--- config.mk ---
export PLATFORM = sky130hd
export DESIGN_NAME = median_feeder
export DESIGN_NICKNAME = d
export VERILOG_FILES = /design/src/rtl/median_pkg.sv /design/src/rtl/median_feeder.sv
export SDC_FILE = /design/constraint.sdc
export NUM_CORES = 1
export LEC_CHECK = 0
export CAP_MARGIN = 10
export CORE_ASPECT_RATIO = 1.25
export CORE_MARGIN = 4
export CORE_UTILIZATION = 44
export DETAILED_ROUTE_END_ITERATION = 10
export PLACE_DENSITY = 0.8
export SYNTH_ARGS = -nofsm -noshare
export SYNTH_HDL_FRONTEND = slang
export SYNTH_SLANG_ARGS = --single-unit
--- constraint.sdc ---
create_clock -name Clk -period 2.8 [get_ports Clk]
set_input_delay 0.42 -clock Clk [delete_from_list [all_inputs] [get_ports Clk]]
set_output_delay 0.42 -clock Clk [all_outputs]
set_load 0.005 [all_outputs]
--- src/rtl/median_pkg.sv ---
// Shared widths, derived depths and controller state encoding for the median filter host side.
`timescale 1ns/1ps
package median_pkg;
  localparam int unsigned A_WIDTH   = 8;
  localparam int unsigned D_WIDTH   = 8;
  localparam int unsigned R_WIDTH   = 3;
  localparam int unsigned RC_WIDTH  = A_WIDTH - R_WIDTH;
  localparam int unsigned OUT_DEPTH = 2 ** RC_WIDTH;
  localparam int unsigned FRAME_LEN = 2 ** A_WIDTH;

  typedef enum logic [2:0] {
    FILL = 3'd0,
    GO   = 3'd1,
    WAIT = 3'd2,
    RD   = 3'd3,
    CAP  = 3'd4,
    EMIT = 3'd5
  } state_t;
endpackage

--- src/rtl/median_feeder.sv ---
// Host-side feeder: fills sample memory A, kicks the median engine, then streams
// its results out of the output memory over a valid/ready port.
`timescale 1ns/1ps
module median_feeder
  import median_pkg::*;
(
  input  logic                Clk,
  input  logic                Rst,
  input  logic [D_WIDTH-1:0]  In_Data,
  input  logic                In_Valid,
  output logic                In_Ready,
  output logic [A_WIDTH-1:0]  A_Addr,
  output logic [D_WIDTH-1:0]  A_WData,
  output logic                A_RW,
  output logic                A_EN,
  output logic                Go,
  input  logic                Done,
  output logic                Mem_Sel,
  output logic [RC_WIDTH-1:0] Out_Addr,
  input  logic [D_WIDTH-1:0]  Out_RData,
  output logic                Out_RW,
  output logic                Out_EN,
  output logic [D_WIDTH-1:0]  Res_Data,
  output logic                Res_Valid,
  input  logic                Res_Ready,
  output logic                Frame_Done
);

  state_t               state, state_d;
  logic [A_WIDTH-1:0]   wr_cnt, wr_cnt_d;
  logic [RC_WIDTH-1:0]  rd_cnt, rd_cnt_d;
  logic                 go_d, sel_d, valid_d, frame_done_d;
  logic [D_WIDTH-1:0]   data_d;

  // Memory strobes follow the current state directly so writes land in the accepting cycle.
  always_comb begin
    In_Ready = (state == FILL);
    A_EN     = (state == FILL) && In_Valid;
    A_RW     = (state == FILL) && In_Valid;
    A_Addr   = wr_cnt;
    A_WData  = In_Data;
    Out_EN   = (state == RD);
    Out_RW   = 1'b0;
    Out_Addr = rd_cnt;
  end

  // Next-state and next values of the registered outputs.
  always_comb begin
    state_d      = state;
    wr_cnt_d     = wr_cnt;
    rd_cnt_d     = rd_cnt;
    go_d         = 1'b0;
    frame_done_d = 1'b0;
    valid_d      = Res_Valid;
    data_d       = Res_Data;
    case (state)
      FILL: begin
        if (In_Valid) begin
          wr_cnt_d = wr_cnt + A_WIDTH'(1);
          if (wr_cnt == A_WIDTH'(FRAME_LEN - 1)) begin
            state_d = GO;
            go_d    = 1'b1;
          end
        end
      end
      GO:   state_d = WAIT;
      WAIT: if (Done) state_d = RD;
      RD:   state_d = CAP;
      CAP: begin
        data_d  = Out_RData;
        valid_d = 1'b1;
        state_d = EMIT;
      end
      EMIT: begin
        if (Res_Ready) begin
          valid_d = 1'b0;
          if (rd_cnt == RC_WIDTH'(OUT_DEPTH - 1)) begin
            rd_cnt_d     = '0;
            frame_done_d = 1'b1;
            state_d      = FILL;
          end else begin
            rd_cnt_d = rd_cnt + RC_WIDTH'(1);
            state_d  = RD;
          end
        end
      end
      default: state_d = FILL;
    endcase
    // The engine owns both memories for exactly the GO..WAIT window.
    sel_d = (state_d == GO) || (state_d == WAIT);
  end

  always_ff @(posedge Clk or negedge Rst) begin
    if (!Rst) begin
      state      <= FILL;
      wr_cnt     <= '0;
      rd_cnt     <= '0;
      Go         <= 1'b0;
      Mem_Sel    <= 1'b0;
      Res_Valid  <= 1'b0;
      Res_Data   <= '0;
      Frame_Done <= 1'b0;
    end else begin
      state      <= state_d;
      wr_cnt     <= wr_cnt_d;
      rd_cnt     <= rd_cnt_d;
      Go         <= go_d;
      Mem_Sel    <= sel_d;
      Res_Valid  <= valid_d;
      Res_Data   <= data_d;
      Frame_Done <= frame_done_d;
    end
  end

endmodule

Word-level counts from Yosys, hierarchy flattened
Cells that the tools add are included.
{ "op_classes": {"n_addsub": 2, "eq_ne": 10, "muxes": 15, "n_reduce_logical": 7} }
{ "op_table": {"columns": ["operator", "count"], "rows": [
  ["3-bit case mux with 6 select lines", 1],
  ["3-bit two-way mux", 4],
  ["3-bit by 2-bit equality test with 1-bit output (second input constant)", 3],
  ["8-bit by 1-bit adder with 8-bit output (second input constant)", 1],
  ["8-bit equality test (second input constant)", 1],
  ["1-bit two-way mux", 7],
  ["3-bit by 1-bit equality test with 1-bit output (second input constant)", 2],
  ["3-bit equality test (second input constant)", 2],
  ["2-bit AND reduction", 3],
  ["5-bit by 1-bit adder with 5-bit output (second input constant)", 1],
  ["5-bit equality test (second input constant)", 1],
  ["5-bit two-way mux", 1],
  ["3-bit zero test", 1],
  ["2-bit two-way mux", 1],
  ["2-bit != test (second input constant)", 1],
  ["1-bit case mux with 2 select lines", 1],
  ["2-bit nonzero test", 1],
  ["1-bit logical AND", 1],
  ["1-bit logical OR", 1]
]} }
{ "totals": {"register_bits": 28, "in_bits": 21, "output_inout_bits": 38, "elab_cells": 42} }

Longest topological paths before layout
Gate-level depths: netlist of run 1.
{ "depth": {"ltp_word": 6, "mapped_depth": 6, "mapped_depth_nobuf": 6} }

Worst setup path before layout of run 1
OpenSTA, ideal clock, no wires.
{ "synth_timing": {"path_kind": "reg2reg", "from": "register state[1]", "to": "register wr_cnt[7], in the netlist A_Addr[7]", "t_arrival_ns": 1.428, "required_ns": 2.676, "path_slack_ns": 1.247, "path_stages_with_launch": 6, "cell_sequence": "dfrtp_1 buf_6 nor4b_4 and4_4 nand3_2 xnor2_1"} }
{ "synth_via": {"elab_chain_len": 2} }
{ "synth_lines": {"columns": ["element", "line_no", "rtl"], "rows": [
  ["from (decl)", "median_feeder.sv:29", "state_t state, state_d;"],
  ["from (signal assigned)", "median_feeder.sv:104", "state <= state_d;"],
  ["3-bit zero test", "median_feeder.sv:56", "case (state)"],
  ["2-bit AND reduction (no source line)", null, null],
  ["to (signal assigned)", "median_feeder.sv:105", "wr_cnt <= wr_cnt_d;"],
  ["to (decl)", "median_feeder.sv:30", "logic [A_WIDTH-1:0] wr_cnt, wr_cnt_d;"]
]} }
Every way passes these cells.
A chain may end at the register's enable or synchronous reset.

Final worst setup path of run 1
{ "layout_timing": {"from": "register state[1]", "to": "output A_RW"} }
{ "layout_via": {"elab_chain_len": 2} }
{ "layout_lines": {"columns": ["element", "line_no", "rtl"], "rows": [
  ["3-bit zero test", "median_feeder.sv:39", "A_RW = (state == FILL) && In_Valid;"],
  ["1-bit logical AND", "median_feeder.sv:39", null],
  ["to (decl)", "median_feeder.sv:14", "output logic A_RW,"]
]} }
Every way passes these cells.

==> results.toml, run 1 <==
[floorplan]
io_pins = 59
floorplan.initialDensity = 0.453
floorplan.die.width_um = 57.0
fp-row-count = 22
die_h_um = 69.3
design.die.area_mm2 = 0.00395
core_area_mm2 = 0.00292

[sta]
final_min_period_over_clock_period = 0.769
setup_viol = 0
finalWorstPathRequiredPeriod_ns = 2.15
skew_ns = 0.0133
setup_repair_after_global_routing_missed_its_margin = "false"
finalSetupTns_ns = 0
layout_setup_ws_ns = 0.646
timing_max_transition_violations_final = 0
finalHoldViolations = 0
worst_hold_slack_ns = 0.453
fmax_ghz = 0.464

[yosys]
yosysSeqAreaShare = 0.530
mappedNetlistNets = 136
synth_edf_count = 0
synth-main-ff-cell = "sky130_fd_sc_hd__dfrtp_1"
yosys.cell_types.count = 31
synth_warnings = 0
post_synth_main_area_contributors = "sky130_fd_sc_hd__dfrtp_1 53%, sky130_fd_sc_hd__mux2_2 10%, sky130_fd_sc_hd__buf_4 5.7%"
synthesis.area_per_instance_um2 = 11.8
synthArstFlopShare = 1.00
synthMostInstantiatedCell = "sky130_fd_sc_hd__dfrtp_1"
synth_top_cells_by_count = "28 x sky130_fd_sc_hd__dfrtp_1, 12 x sky130_fd_sc_hd__mux2_2, 10 x sky130_fd_sc_hd__buf_4, 7 x sky130_fd_sc_hd__nand2_1"
netlist.area_leader.share = 0.530
postSynthCellCount = 112
ys_ff_latch = 28
synthDominantAreaCellType = "sky130_fd_sc_hd__dfrtp_1"
mappedNetlistArea_mm2 = 0.00132

[grt]
met2_usage = 0.244
grt_remaining_overflow = 0
grt_pass1_wl_mm = 4.32
number_of_antenna_violations_at_the_first_check_in_global_routing = 0
most_used_routing_layer_in_global_routing = "met2"
maximum_number_of_pins_on_one_net_before_global_route_repair = 29
first_global_vias = 987
grt.met1_usage = 0.146
grt_usage = 0.135
global_route.usage.met3 = 0.0317

[placement]
port_buffers = 41
post_dp_cell_area_mm2 = 0.00169
pre_cts_slack_ns = 0.683
post-dp-hpwl_mm = 1.91
place.gp.congestion = 0.792

[cts]
hold_buffers = 0
cts_htree_levels = 1
clkSinkCount = 28
clkSlewWorstSetupHoldPaths_ns = 0.15
cts_max_path_buffers = 2
post_cts_setup_inserts = 0
cts_buffers = 3
cts.root.buffer_cell = "sky130_fd_sc_hd__clkbuf_4"
cts_tree = "yes"
postCtsResizedCells = 0
insertion_delay_ns = 0.33

[worst_setup_path]
setup.worst_path.start_class = "flip-flop"
required_ns = 2.38
critical_path.max_fanout = 8
cp.arrival_ns = 1.73
timing_worst_setup_path_type = "flip-flop to output port"
reg2reg_setup_slack_ns = 1.18
critical_path.endpoint_type = "output port"

[layout]
area_growth_pct = 30.6
n_fill_cell = 256
final_area_mm2 = 0.00173
count_of_inserted_antenna_diode_cells = 0
nNetsFinal = 171
drive_above_1_share = 0.164

[detailed_routing]
dr_total_vias = 930
wl_mm = 2.51
drt-pass1-iter-count = 4
dr.first_iter.drc_count = 24
antenna_left = 0
routedWlPerCell_um = 13.8
drt-vias-per-instance = 5.11
dr_drc_count = 0

[power_and_ir_drop]
power.density_mw_per_mm2 = 542
max-vdd-ir-drop_mv = 0.339
leakagePower_nw = 0.797
finalPower_mw = 0.936

[outcome]
run_status = "completed"

[hold_path]
timing.hold.worst.class = "input pin to asynchronous set/reset pin"

[job]
maxCapViolCount = 0
-- area by class of cell --
type                            instances  area [µm²]  share of cell area
Tap cell                               36        45.0              0.0261
Clock buffer                            4        36.3              0.0210
Inverter                                3        11.3             0.00652
Timing Repair Buffer                   43         425               0.246
Sequential cell                        28         701               0.406
Multi-Input combinational cell         68         508               0.294
-- metal layers --
metal	up-vias	part of all wire
met1	452	0.40
met4	0	0.018
met2	29	0.53
li1	443	-
met3	6	0.053
met5	-	0
-- metrics by stage --
step | util | cells
after global routing | 0.592 | 182
after floorplan | - | 112
after global placement | 0.579 | 178
final | 0.592 | 182
after detailed placement | 0.579 | 178
after CTS | 0.592 | 182
-- final timing paths --
| kind | from | endpoint | depth (start not counted) |
|---|---|---|---|
| setup / recovery | state[1] | A_RW | 2 |
| hold / removal | Rst | Res_Data[0] | 2 |
| setup reg to reg | Out_Addr[0] | state[0] | 6 |
| hold reg to reg | Res_Data[4] | Res_Data[4] | 1 |
| max in group asynchronous | Rst | A_Addr[2] | 2 |
| min in group Clk | Res_Data[4] | Res_Data[4] | 1 |
-- state kept, by name, indices dropped and copies added, names as in the netlist --
name,cells
Res_Data,8
Go,1
state,3
Frame_Done,1
Res_Valid,1
A_Addr,8
Mem_Sel,1
Out_Addr,5
-- critical path: stages, from the launching register on --
cell	delay, ns
sky130_fd_sc_hd__dfrtp_1	0.50
sky130_fd_sc_hd__nor4b_4	0.36
sky130_fd_sc_hd__clkdlybuf4s50_1	0.56
-- layout by cell type (no fill, tap or decap), types with 2 or more instances in the layout --
master                            count
sky130_fd_sc_hd__a21oi_1              2
sky130_fd_sc_hd__nor2_1               6
sky130_fd_sc_hd__nand2_1              7
sky130_fd_sc_hd__o21ai_0              5
sky130_fd_sc_hd__clkdlybuf4s50_1     41
sky130_fd_sc_hd__buf_4                2
sky130_fd_sc_hd__nand3_1              3
sky130_fd_sc_hd__mux2_2              12
sky130_fd_sc_hd__nor3_1               2
sky130_fd_sc_hd__clkbuf_4             3
sky130_fd_sc_hd__nand2b_1             2
sky130_fd_sc_hd__xnor2_1              6
sky130_fd_sc_hd__ha_1                 3
sky130_fd_sc_hd__inv_1                3
sky130_fd_sc_hd__dfrtp_1             28
sky130_fd_sc_hd__and2_1               2
sky130_fd_sc_hd__nand4_1              3
sky130_fd_sc_hd__and3_1               2
-- logic make-up (layout without fill, tap and decap cells) --
group / Yosys count / count (layout) / share of synthesized area
adder cells (fa/ha/maj): 3 / 3 / 0.0284
AO/OA/AOI/OAI: 11 / 11 / 0.0492
AND/OR/NAND/NOR: 34 / 34 / 0.155
buffers and inverters: 16 / 50 / 0.0861
XOR/XNOR: 7 / 7 / 0.0464
flip-flops: 28 / 28 / 0.530
other: 1 / 1 / 0.00284
multiplexers: 12 / 12 / 0.102
-- power breakdown --
group	total, mW	switching, mW	internal (mW)
clock network	0.193	0.113	0.0796
logic	0.226	0.0728	0.153
registers	0.518	0.0649	0.453
Power figures use the tool's default switching activity.
==> run 2, diff against run 1 <==
- CORE_UTILIZATION: 44 -> 37
- PLACE_DENSITY: 0.8 -> 0.71
- clock period: 2.8 -> 1.9 ns (I/O delays scaled with it)
==> run 2 against run 1 <==
  * Combinational power is 51% higher
  * Clock power is 87% higher
  * Via count is 0.65% higher
  * Cell area is 1.3% higher
  * Register-to-register slack worse by 0.96 ns
  * Total power is 57% higher
  * Global-route usage is 0.96 points lower
  * Critical endpoint is now In_Ready
  * Sequential share of layout area is 0.38 points lower
  * Hold slack worse by 0.051 ns
  * Core utilization is 8.5 points lower
  * Worst setup slack worse by 0.51 ns
  * Critical path type unchanged
==> results.toml, run 2 (synthesis gave the netlist of run 1 again) <==
[outcome]
run_status = "completed"

[floorplan]
io_pins = 59
design.die.area_mm2 = 0.00460
core_area_mm2 = 0.00345
floorplan.initialDensity = 0.383
fp-row-count = 24
floorplan.die.width_um = 61.5
die_h_um = 74.8

[sta]
layout_setup_ws_ns = 0.138
timing_max_transition_violations_final = 0
skew_ns = 0.00533
final_min_period_over_clock_period = 0.927
finalHoldViolations = 0
finalWorstPathRequiredPeriod_ns = 1.76
fmax_ghz = 0.568
setup_viol = 0
finalSetupTns_ns = 0
setup_repair_after_global_routing_missed_its_margin = "false"

[grt]
grt.met1_usage = 0.159
first_global_vias = 978
grt_usage = 0.126
met2_usage = 0.208
most_used_routing_layer_in_global_routing = "met2"
grt_pass1_wl_mm = 4.39
global_route.usage.met3 = 0.0309
number_of_antenna_violations_at_the_first_check_in_global_routing = 0
maximum_number_of_pins_on_one_net_before_global_route_repair = 29
grt_remaining_overflow = 0

[layout]
layout.cells.most_common = "sky130_fd_sc_hd__clkdlybuf4s50_1"
count_of_inserted_antenna_diode_cells = 0
nNetsFinal = 171
drive_above_1_share = 0.178
area_growth_pct = 32.3
most-common-layout-cells = "39 x sky130_fd_sc_hd__clkdlybuf4s50_1, 26 x sky130_fd_sc_hd__dfrtp_1, 12 x sky130_fd_sc_hd__mux2_2"
final_area_mm2 = 0.00175

[cts]
insertion_delay_ns = 0.27
cts_tree = "yes"
cts_buffers = 3
cts_max_path_buffers = 2
cts_htree_levels = 1
clkSlewWorstSetupHoldPaths_ns = 0.09
cts.root.buffer_cell = "sky130_fd_sc_hd__clkbuf_8"
clkSinkCount = 28

[placement]
post-dp-hpwl_mm = 1.95
port_buffers = 41
post_dp_cell_area_mm2 = 0.00169
pre_cts_slack_ns = 0.0344
place.gp.congestion = 0.740

[worst_setup_path]
cp.arrival_ns = 1.48
required_ns = 1.62
critPathMaxStageDelay_ns = 0.53
path_cells = "nor3_1, clkdlybuf4s50_1"
critical_path.endpoint_type = "output port"
timing_worst_setup_path_type = "flip-flop to output port"
crit-reg2reg-launch = "Out_Addr[0]"
setup.worst_path.start_class = "flip-flop"
critical_path.max_fanout = 8
largest_delay_share_family_worst_path = "buffers and inverters"
crit_slowest_cell = "sky130_fd_sc_hd__clkdlybuf4s50_1"
worst-r2r-cell-count = 6
critPathBufInv = 1
reg2reg_setup_slack_ns = 0.22
timing.rr.end = "Mem_Sel"

[job]
maxCapViolCount = 0

[power_and_ir_drop]
power.density_mw_per_mm2 = 842
max-vdd-ir-drop_mv = 0.639
leakagePower_nw = 0.804

[detailed_routing]
routedWlPerCell_um = 14.1
dr_drc_count = 0
antenna_left = 0
drt-vias-per-instance = 5.06
drt-pass1-iter-count = 4
dr_total_vias = 936
wl_mm = 2.60
dr.first_iter.drc_count = 26

[hold_path]
timing.hold.worst.class = "input pin to asynchronous set/reset pin"
-- run 2: worst reg2reg max path, cell delays in order (launching register included) --
cell	delay [ns]
sky130_fd_sc_hd__dfrtp_1	0.42
sky130_fd_sc_hd__ha_1	0.21
sky130_fd_sc_hd__and3_1	0.18
sky130_fd_sc_hd__ha_1	0.26
sky130_fd_sc_hd__o21ai_0	0.10
sky130_fd_sc_hd__a21boi_0	0.28
sky130_fd_sc_hd__o21ai_0	0.12
-- run 2: routing by layer --
layer / vias to the layer above / wire (µm)
li1: 439 / -
met1: 462 / 1110
met2: 33 / 1260
met3: 2 / 230
met4: 0 / 9
met5: - / 0
-- run 2: area by class of cell --
class | count | area (µm²)
Clock buffer | 4 | 55.1
Fill cell | 309 | 1700
Inverter | 3 | 11.3
Multi-Input combinational cell | 68 | 508
Sequential cell | 28 | 703
Tap cell | 39 | 48.8
Timing Repair Buffer | 43 | 423
-- run 2: repair_timing --
action | in CTS | in global routing
hold buffers | 0 | 0
resized for setup | 4 | 0
hold endpoints to repair | 0 | 0
setup endpoints to repair | 2 | 0
buffers inserted | 0 | 0
-- run 2: through the flow --
step | power, mW | std cells | hold WS, ns | utilization
after global routing | 1.56 | 185 | 0.428 | 0.507
after detailed placement | 1.13 | 181 | 0.482 | 0.491
after floorplan | 0.913 | 112 | -0.0106 | -
final | 1.47 | 185 | 0.402 | 0.507
after CTS | 1.50 | 185 | 0.413 | 0.507
after global placement | 1.11 | 181 | 0.463 | 0.491
-- run 2: how the worst max path moves through the flow --
stage,startpoint,to,slack (ns),cells past startpoint
2_1_floorplan,state[1],A_Addr[7],0.35,5
3_3_place_gp,In_Valid,A_RW,0.02,3
3_5_place_dp,In_Valid,A_RW,0.03,3
4_1_cts,state[1],In_Ready,0.12,2
5_1_grt,state[0],Out_EN,0.0002,3
6_report,state[1],In_Ready,0.14,2
-- run 2: where the power goes --
group,switching (mW),internal [mW],total (mW),leakage [nW]
Clock,0.176,0.185,0.361,0.0288
Combinational,0.113,0.227,0.341,0.399
Sequential,0.104,0.667,0.771,0.376
Total,0.394,1.08,1.47,0.804
==> run 3, diff against run 2 <==
- CORE_MARGIN: 4 -> default
- CORE_UTILIZATION: 37 -> 39
- CTS_BUF_LIST: default -> sky130_fd_sc_hd__clkbuf_8
- PLACE_DENSITY: 0.71 -> 0.75
==> run 3 against run 2 <==
  * Combinational power is essentially flat
  * Worst setup slack worse by 0.032 ns
  * Largest cell class unchanged
  * Largest power group unchanged
  * Total power down 0.56%
  * Via count stayed put
  * Critical endpoint is now Out_EN
  * Clock power decreased by 2%
==> results.toml, run 3 (synthesis gave the netlist of run 1 again) <==
[grt]
grt_pass1_wl_mm = 4.20
grt_usage = 0.156
number_of_antenna_violations_at_the_first_check_in_global_routing = 0
grt_remaining_overflow = 0
maximum_number_of_pins_on_one_net_before_global_route_repair = 29
first_global_vias = 984

[detailed_routing]
wl_mm = 2.54
dr.first_iter.drc_count = 10
drt-pass1-iter-count = 4
routedWlPerCell_um = 13.7
dr_drc_count = 0
antenna_left = 0
dr_total_vias = 936
drt-vias-per-instance = 5.06

[cts]
clkSlewWorstSetupHoldPaths_ns = 0.09
cts_htree_levels = 1
cts_tree = "yes"
insertion_delay_ns = 0.26
cts_max_path_buffers = 2
clkSinkCount = 28
cts.root.buffer_cell = "sky130_fd_sc_hd__clkbuf_8"
cts_buffers = 3

[sta]
finalHoldViolations = 0
setup_viol = 0
skew_ns = 0.00369
fmax_ghz = 0.557
finalWorstPathRequiredPeriod_ns = 1.79
timing_max_transition_violations_final = 0
setup_repair_after_global_routing_missed_its_margin = "false"
final_min_period_over_clock_period = 0.944
finalSetupTns_ns = 0

[worst_setup_path]
setup.worst_path.start_class = "flip-flop"
crit_slowest_cell = "sky130_fd_sc_hd__clkdlybuf4s50_1"
critical_path.endpoint_type = "output port"
required_ns = 1.62
critical_path.max_fanout = 7
critPathMaxStageDelay_ns = 0.51
cp.arrival_ns = 1.51
timing_worst_setup_path_type = "flip-flop to output port"
path_cells = "buf_4, nand2_1, nor2_1, clkdlybuf4s50_1"

[layout]
drive_above_1_share = 0.182
most-common-layout-cells = "38 x sky130_fd_sc_hd__clkdlybuf4s50_1, 27 x sky130_fd_sc_hd__dfrtp_1, 12 x sky130_fd_sc_hd__mux2_2"
n_fill_cell = 303
area_growth_pct = 33.3
layout.cells.most_common = "sky130_fd_sc_hd__clkdlybuf4s50_1"
final_cells = 185
nNetsFinal = 173
count_of_inserted_antenna_diode_cells = 0

[placement]
port_buffers = 41
place.gp.congestion = 0.743
post-dp-hpwl_mm = 1.95
placed_cells_incl_taps = 180

[floorplan]
io_pins = 59
core_area_mm2 = 0.00322
fp-row-count = 23
floorplan.initialDensity = 0.410
design.die.area_mm2 = 0.00363
floorplan.die.width_um = 54.1
die_h_um = 67.1

[power_and_ir_drop]
power.sequential.fraction = 0.527
power.combinational.fraction = 0.233
leakagePower_nw = 0.815
power.internal_mw = 1.08
max-vdd-ir-drop_mv = 0.611
switching_power_mw = 0.385
power.density_mw_per_mm2 = 831
p_clk_frac = 0.240
netSwitchingFraction = 0.263

[job]
maxCapViolCount = 0

[hold_path]
timing.hold.worst.class = "input pin to asynchronous set/reset pin"

[outcome]
run_status = "completed"
[run 3: cell count changes in the layout (fill, tap and decap cells not counted), sizes merged]
cell and delta:
clkdlybuf4s50 -1, buf +2, dlymetal6s2s +1
[run 3: final timing paths]
check / slack, ns / from / cells past startpoint / to
min in group Clk: 0.51 / Res_Valid / 1 / Res_Valid
min: 0.38 / Rst / 2 / Res_Data[4]
min reg2reg: 0.51 / Res_Valid / 1 / Res_Valid
max reg2reg: 0.20 / Out_Addr[0] / 6 / Mem_Sel
max: 0.11 / state[0] / 4 / Out_EN
max in group asynchronous: 1.24 / Rst / 2 / state[1]
[run 3: layout make-up]
type                            instances  area [µm²]  share of cell area
Multi-Input combinational cell         68         508               0.288
Sequential cell                        28         702               0.398
Inverter                                3        11.3             0.00639
Timing Repair Buffer                   45         440               0.250
Tap cell                               37        46.3              0.0263
Clock buffer                            4        55.1              0.0312
[run 3: power by group through the flow]
stage / Sequential (mW) / Clock (mW) / Combinational, mW
after floorplan: 0.767 / 0 / 0.146
after global placement: 0.777 / 0 / 0.331
after detailed placement: 0.779 / 0 / 0.343
after CTS: 0.771 / 0.365 / 0.345
after global routing: 0.781 / 0.395 / 0.377
final: 0.772 / 0.352 / 0.341
[run 3: worst max-delay path: cells and delay by family, from the launching register on]
family	cells	cell delay, ns
and+or+nand+nor	2	0.18
buffers and inverters	2	0.67
DFF	1	0.39
[run 3: layer usage]
metal	share of wire	GRT usage
met5	0	0
met4	0.0051	0.0385
met3	0.047	0.0297
met2	0.54	0.279
met1	0.41	0.185
[run 3: stage by stage]
stage                     worst slack [ns]  area, µm²  total power [mW]  utilization  hold WS [ns]
after floorplan                      0.347       1320             0.913            -       -0.0106
after global placement              0.0399       1700              1.11        0.527         0.461
after detailed placement           0.00674       1700              1.12        0.527         0.481
after CTS                           0.0582       1760              1.48        0.546         0.398
after global routing               0.00623       1760              1.55        0.547         0.428
final                                0.106       1760              1.46        0.547         0.385
[run 3: what timing repair did]
| item | in CTS | in global routing |
|---|---|---|
| pin swaps | 1 | 0 |
| gates resized for setup | 3 | 1 |
| setup endpoints to repair | 2 | 1 |
| hold buffers | 0 | 0 |
| buffers inserted | 1 | 0 |
